## src/rtl/ram8x4_loader.sv

```systemverilog
// 8x4 RAM filled from a valid/ready word stream with wrap-around,
// plus a sequenced bulk clear and a combinational read port.
module ram8x4_loader #(
    parameter int DEPTH = 8,
    parameter int WIDTH = 4,
    parameter int AW    = 3
) (
    input  logic             clk,
    input  logic             rst,
    input  logic             start,
    input  logic             clear,
    input  logic [AW-1:0]    base_addr,
    input  logic [AW:0]      load_len,
    input  logic             in_valid,
    input  logic [WIDTH-1:0] in_data,
    output logic             in_ready,
    input  logic [AW-1:0]    rd_addr,
    output logic [WIDTH-1:0] rd_data,
    output logic             busy,
    output logic             done,
    output logic [AW:0]      wr_count
);

    typedef enum logic [1:0] {
        IDLE,
        LOAD,
        CLEAR,
        DONE
    } state_t;

    localparam logic [AW:0]   FULL = AW'(0) + (AW+1)'(DEPTH);
    localparam logic [AW-1:0] LAST = AW'(DEPTH - 1);

    state_t           state;
    state_t           nstate;
    logic [AW-1:0]    ptr;
    logic [AW:0]      len;
    logic [AW:0]      eff_len;
    logic [WIDTH-1:0] mem [DEPTH];
    logic             hs;

    // Zero or oversize lengths mean a full-memory burst.
    assign eff_len = (load_len == '0 || load_len > FULL) ? FULL : load_len;
    assign hs      = in_valid && in_ready;
    assign rd_data = mem[rd_addr];

    always_comb begin
        nstate   = state;
        in_ready = 1'b0;
        busy     = 1'b0;
        done     = 1'b0;
        unique case (state)
            IDLE: begin
                if (clear) begin
                    nstate = CLEAR;
                end else if (start) begin
                    nstate = LOAD;
                end
            end
            LOAD: begin
                in_ready = 1'b1;
                busy     = 1'b1;
                if (in_valid && (wr_count + 1'b1) == len) begin
                    nstate = DONE;
                end
            end
            CLEAR: begin
                busy = 1'b1;
                if (ptr == LAST) begin
                    nstate = DONE;
                end
            end
            DONE: begin
                done   = 1'b1;
                nstate = IDLE;
            end
            default: nstate = IDLE;
        endcase
    end

    always_ff @(posedge clk) begin
        if (rst) begin
            state    <= IDLE;
            ptr      <= '0;
            len      <= '0;
            wr_count <= '0;
            for (int i = 0; i < DEPTH; i++) begin
                mem[i] <= '0;
            end
        end else begin
            state <= nstate;
            unique case (state)
                IDLE: begin
                    if (clear) begin
                        ptr      <= '0;
                        wr_count <= '0;
                    end else if (start) begin
                        ptr      <= base_addr;
                        len      <= eff_len;
                        wr_count <= '0;
                    end
                end
                LOAD: begin
                    if (hs) begin
                        mem[ptr] <= in_data;
                        ptr      <= ptr + 1'b1;
                        wr_count <= wr_count + 1'b1;
                    end
                end
                CLEAR: begin
                    mem[ptr] <= '0;
                    ptr      <= ptr + 1'b1;
                    wr_count <= wr_count + 1'b1;
                end
                default: ;
            endcase
        end
    end

endmodule
```

## config.mk

```make
export PLATFORM = sky130hd
export DESIGN_NAME = ram8x4_loader
export DESIGN_NICKNAME = d
export VERILOG_FILES = /design/src/rtl/ram8x4_loader.sv
export SDC_FILE = /design/constraint.sdc
export NUM_CORES = 1
export LEC_CHECK = 0
export CAP_MARGIN = 15
export CORE_MARGIN = 4
export CORE_UTILIZATION = 58
export CTS_BUF_LIST = sky130_fd_sc_hd__clkbuf_16
export CTS_CLUSTER_SIZE = 14
export DETAILED_ROUTE_END_ITERATION = 6
export GPL_ROUTABILITY_DRIVEN = 0
export PLACE_DENSITY = 0.84
export RECOVER_POWER = 25
export SYNTH_ARGS = -nofsm -noshare
export SYNTH_HDL_FRONTEND = slang
export SYNTH_SLANG_ARGS = --single-unit
```

## constraint.sdc

```tcl
create_clock -name clk -period 6.7 [get_ports clk]
set_clock_uncertainty 0.15 [all_clocks]
set_input_delay 0.67 -clock clk [delete_from_list [all_inputs] [get_ports clk]]
set_output_delay 0.67 -clock clk [all_outputs]
set_load 0.05 [all_outputs]
```

==> metrics, run 1 <==
status finished, final reports clean; minimum clock period 3860 ps; net load switching power 0.317 mW; GRT Overall Usage around a fifth; vias in the first global route 1655; hold_buf cts 0; CTS Buffer Depth 2; Max IR drop VDD 245 uV; Slew @ Worst Pin 859 ps; post-synthesis adder-cell area fraction 4.47%; cts bufs inserted 5; Die Span Y 70.1 um; mux cell area share after synthesis 11.5%; DR DRC count 0; Combinational Power Share 33.1%; dpl cells 266; synth warn 0; num ports 30; H-tree levels 2; Initial Util 60.7%; Vias between 1500 and 2000; CTS clock-pin slew for the worst setup and hold paths 60 ps; R2R depth 6; max cap viols 0; worst slack, placed 2820 ps; Synth Register Bits 45; P_int 0.631 mW; CTS Sinks 45; hpwl dp 3420 um; Slew Viols, Final 0; sequential share of power 38.7%; clock share of power between 20% and 30%; clock latency on the worst-skew pair 280 ps; Rows 22; worst endpoint data arrival time 3040 ps; worst reg2reg path startpoint state[0]; Sw Share 33.4%; Worst slew margin 42.6%; Yosys cell types 32; largest net degree at the start of global routing 27; root buffer cell clkbuf_16; initial antenna violation count 0; worst hold start wr_count[1]; Post-Route WL 4620 um; CTS tree yes; Slowest cell on crit path clkdlybuf4s50_1; GR Overflow Total 0; worst stage delay on the critical path 790 ps; global-route wire length before repair 7780 um; CP most frequent cell clkdlybuf4s50_1; Worst R2R End ptr[0]; Fillers 266; fin crit share between 50% and 60%; Compound-Gate Fraction of Synth Area 4.75%; RSZ-0062 raised after global routing false; sequential share of the synthesized area 54.5%; worst path buffer plus inverter count 2; Worst Hold Path Cells 2; setup_tns 0 ps; fmax 259 MHz; Layout Cells excl Fill 273; final core utilization 73.8%; nature of the critical path startpoint input port; Req. time, crit path 5880 ps; die area 4920 um^2; number of routed nets with antenna violations 0; Antenna Cells 0; initial drt markers around 100; post-CTS setup buffer count 0; Cells after Synth ~200; commonest non-fill, non-tap cell in the layout nor2_1; Syn Nets about 220; final hold violation count 0; critical path class in2out; power density cells 348 nW/um^2; Hold EP wr_count[1]; crit-path cells clkdlybuf4s50_1 > mux4_2 > mux2_2 > clkdlybuf4s50_1; largest family of logic cells by synthesized area simple AND/OR/NAND/NOR gates; Synth Area in XOR/XNOR 2.57%; crit end category output port; drt first pass iters 5; leakage power 1.04 nW; Die Wd 70.1 um; final setup fails 0; CP Max Fanout 8; post_cts resized 0; critical path's top delay family buffers and inverters; CP Depth 4; core box area 3690 um^2; post-synthesis simple-gate area fraction roughly a fifth; nets 252; layout cell share with drive strength beyond 1 8.89%; setup slack after layout 2840 ps; area grow syn2layout 21.6%; Cell Area, Synth 2240 um^2; WL per Instance between 15 and 20 um; synthesized area per cell 11.4 um^2; I/O Buffers 29; worst hold path class reg2reg; flop-to-flop setup slack 4340 ps; most frequent cells in the layout nor2_1 (43), edfxtp_1 (32), clkdlybuf4s50_1 (22); vias per cell ~5.8
==> flip-flops by register name (all words and copies together) (netlist names) <==
name,cells
mem,32
wr_count,4
state,2
ptr,3
len,4
==> how the worst max path moves through the flow <==
stage                     startpoint    endpoint
final                     rd_addr[0]  rd_data[0]
after global routing      rd_addr[0]  rd_data[1]
after CTS                 rd_addr[0]  rd_data[0]
after detailed placement  rd_addr[0]  rd_data[0]
after global placement    rd_addr[0]  rd_data[3]
after floorplan           rd_addr[0]  rd_data[0]
==> cell type report <==
cell class | instances | area, um^2 | area share, %
Sequential cell | 45 | 1220 | 44.9
Inverter | 4 | 15.0 | 0.551
Multi-Input combinational cell | 140 | 976 | 35.8
Clock buffer | 5 | 125 | 4.60
Tap cell | 48 | 60.1 | 2.21
Clock inverter | 2 | 35.0 | 1.29
Timing Repair Buffer | 29 | 290 | 10.7
==> Yosys cell counts <==
cell / count / area [um^2]
a211o_1: 1 / 8.76
a211oi_1: 1 / 7.51
a21o_1: 1 / 7.51
a21oi_1: 8 / 40.0
a221oi_1: 2 / 17.5
a31oi_1: 1 / 6.26
a41oi_1: 1 / 8.76
and2_1: 1 / 6.26
clkbuf_1: 6 / 22.5
clkbuf_2: 1 / 5.00
dfxtp_1: 13 / 260
edfxtp_1: 32 / 961
ha_1: 8 / 100
inv_1: 4 / 15.0
mux2_2: 5 / 56.3
mux2i_1: 2 / 20.0
mux4_2: 8 / 180
nand2_1: 13 / 48.8
nand2b_1: 10 / 62.6
nand3_1: 5 / 25.0
nand3b_1: 3 / 22.5
nand4b_1: 1 / 8.76
nor2_1: 43 / 161
nor2b_1: 5 / 31.3
nor3_1: 7 / 35.0
nor3b_1: 5 / 37.5
o21ai_0: 2 / 10.0
or3_1: 1 / 6.26
or4b_1: 1 / 10.0
xnor2_1: 2 / 17.5
xnor3_1: 1 / 22.5
xor2_1: 2 / 17.5
==> through the flow <==
step           power, mW  area (um^2)  hold WS, ps
3_5_place_dp       0.686         2560          347
3_3_place_gp       0.674         2560          326
2_1_floorplan      0.601         2240          328
4_1_cts            0.954         2720          360
6_report           0.948         2720          355
5_1_grt            0.998         2720          402
==> worst register-to-register path, cell delays in order, from the launching register on <==
cell and delay, ps:
dfxtp_1 410, inv_1 90, ha_1 270, nor3b_1 180, or3_1 480, or4b_1 540
a31oi_1 170
==> power by group through the flow <==
stage               clock [mW]  combinational (mW)  sequential, mW
floorplan                    0               0.226           0.375
global placement             0               0.303           0.371
detailed placement           0               0.314           0.372
CTS                      0.272               0.315           0.367
global route             0.285               0.341           0.372
finish                   0.267               0.314           0.367
==> logic make-up (layout without fill, tap and decap cells) <==
kind of cell / count (synthesis) / after routing
AOI/OAI and AO/OA: 17 / 17
xor gates and xnor gates: 5 / 5
adders and majority gates: 8 / 8
buffers and inverters: 11 / 40
DFF: 45 / 45
muxes: 15 / 15
and+or+nand+nor: 95 / 95
==> per-layer routing <==
| metal | vias to the layer above | part of all wire (%) | track usage, % |
|---|---|---|---|
| li1 | 758 | - | - |
| met1 | 758 | 39 | 21.9 |
| met2 | 47 | 56 | 38.4 |
| met3 | 7 | 4.3 | 4.60 |
| met4 | 0 | 1.5 | 8.94 |
| met5 | - | 0 | 0 |
(Power assumes the default switching activity.)
==> inputs of run 2 (changes only) <==
Settings changed: CORE_UTILIZATION 58 to 54, PLACE_DENSITY 0.84 to 0.79.
Clock period 6.7 ns to 4 ns, I/O delays scaled along.
==> run 2 against run 1 <==
Against the previous run:
- sequential power rose by 67%
- utilization is 5.4 points lower
- sequential cell count unchanged
- non-clock buffer count rose by 1
- critical endpoint unchanged
- largest cell class unchanged
- combinational power is 67% higher
- largest power group unchanged
- design area is 0.46% higher
- first-iteration DRC count is 26% lower
- count of clock-buffer cells in the layout unchanged
==> metrics, run 2 (synthesis gave the netlist of run 1 again) <==
status finished, final reports clean; RSZ-0062 raised after global routing false; GR Overflow Total 0; root buffer cell clkbuf_16; minimum clock period about 3300 ps; core box area around 4000 um^2; crit-path cells clkdlybuf4s50_1 > mux4_2 > mux2_2 > clkdlybuf4s50_1; setup_tns 0 ps; Fillers slightly below 300; fin crit share 82.5%; Max IR drop VDD 406 uV; Die Wd 72.4 um; CTS Buffer Depth 2; area grow syn2layout 22.1%; post-CTS setup buffer count 0; Worst slew margin 49.5%; nature of the critical path startpoint input port; max FFs per register 32; Slew @ Worst Pin 752 ps; critical path's top delay family buffers and inverters; hpwl dp 3290 um; cts bufs inserted 5; worst endpoint data arrival time around 2800 ps; crit end category output port; leakage power 1.04 nW; DR DRC count 0; Slew Viols, Final 0; number of routed nets with antenna violations 0; post_cts resized 0; fmax 303 MHz; most frequent cells in the layout nor2_1 (43), edfxtp_1 (32), clkdlybuf4s50_1 (26); Req. time, crit path 3450 ps; critical path class in2out; CP most frequent cell clkdlybuf4s50_1; num ports 30; Slowest cell on crit path clkdlybuf4s50_1; CTS Sinks 45; GRT Overall Usage roughly a fifth; Post-Route WL ~4400 um; hold_buf cts 0; largest net degree at the start of global routing 27; Antenna Cells 0; Register Area about 1200 um^2; biggest regs mem: 32 flops, len: 4 flops, wr_count: 4 flops; CTS tree yes; worst stage delay on the critical path approximately 800 ps; die area 5240 um^2; Vias 1516; I/O Buffers 29; setup slack after layout 702 ps; initial drt markers 75; Rows 23; final hold violation count 0; layout cell share with drive strength beyond 1 under 10%; power density cells between 500 and 600 nW/um^2; worst path buffer plus inverter count 2; global-route wire length before repair around 7300 um; drt first pass iters 4; clock latency on the worst-skew pair about 280 ps; commonest non-fill, non-tap cell in the layout nor2_1; Initial Util between 50% and 60%; CP Max Fanout 8; WL per Instance 15.8 um; Reg with most FFs mem; final setup fails 0; Die Span Y 72.4 um; H-tree levels 2; worst slack, placed 670 ps; worst hold path class reg2reg; max cap viols 0; nets approximately 250; CTS clock-pin slew for the worst setup and hold paths 60 ps; initial antenna violation count 0; vias in the first global route 1531; Multi-input gate area 976 um^2; vias per cell between 5 and 6
[run 2: area by class of cell]
| cell class | count | share of cell area (%) |
|---|---|---|
| clock inverter | 3 | 1.37 |
| multi-input combinational | 140 | 35.7 |
| timing repair buffer | 30 | 10.9 |
| tap | 50 | 2.29 |
| sequential | 45 | 44.6 |
| clock buffer | 5 | 4.57 |
| inverter | 4 | 0.549 |
[run 2: worst paths after layout]
| kind | from | end | slack, ps | depth (start not counted) |
|---|---|---|---|---|
| worst min-delay path | wr_count[1] | wr_count[1] | 340 | 2 |
| worst max-delay path | rd_addr[0] | rd_data[0] | 700 | 4 |
| worst min register to register | wr_count[1] | wr_count[1] | 340 | 2 |
| worst max register to register | state[0] | ptr[0] | 1610 | 6 |
[run 2: layer usage]
metal	part of all wire, %	routed length [um]	GRT usage (%)
met3	5.0	217	5.26
met4	3.0	130	9.02
met5	0	0	0
met1	42	1830	21.2
met2	50	2200	32.8
[run 2: tightest hold or removal path, cell delays in order (launching register included)]
cell and delay, ps:
dfxtp_1 330, nand2_1 60, a21oi_1 50
[run 2: metrics by stage]
step / total power, mW / cells / area, um^2 / hold slack (ps) / util [%]
after global placement: 1.14 / 269 / 2570 / 326 / 64.3
after detailed placement: 1.15 / 269 / 2570 / 335 / 64.3
after CTS: 1.59 / 277 / 2740 / 344 / 68.4
after floorplan: 1.01 / 196 / 2240 / 328 / -
final: 1.59 / 277 / 2740 / 343 / 68.4
after global routing: 1.68 / 277 / 2740 / 390 / 68.4
[run 2: where the power goes]
group	switching [mW]	total (mW)	internal [mW]
Sequential	0.0519	0.614	0.562
Clock	0.157	0.447	0.290
Combinational	0.315	0.524	0.209
Total	0.524	1.59	1.06
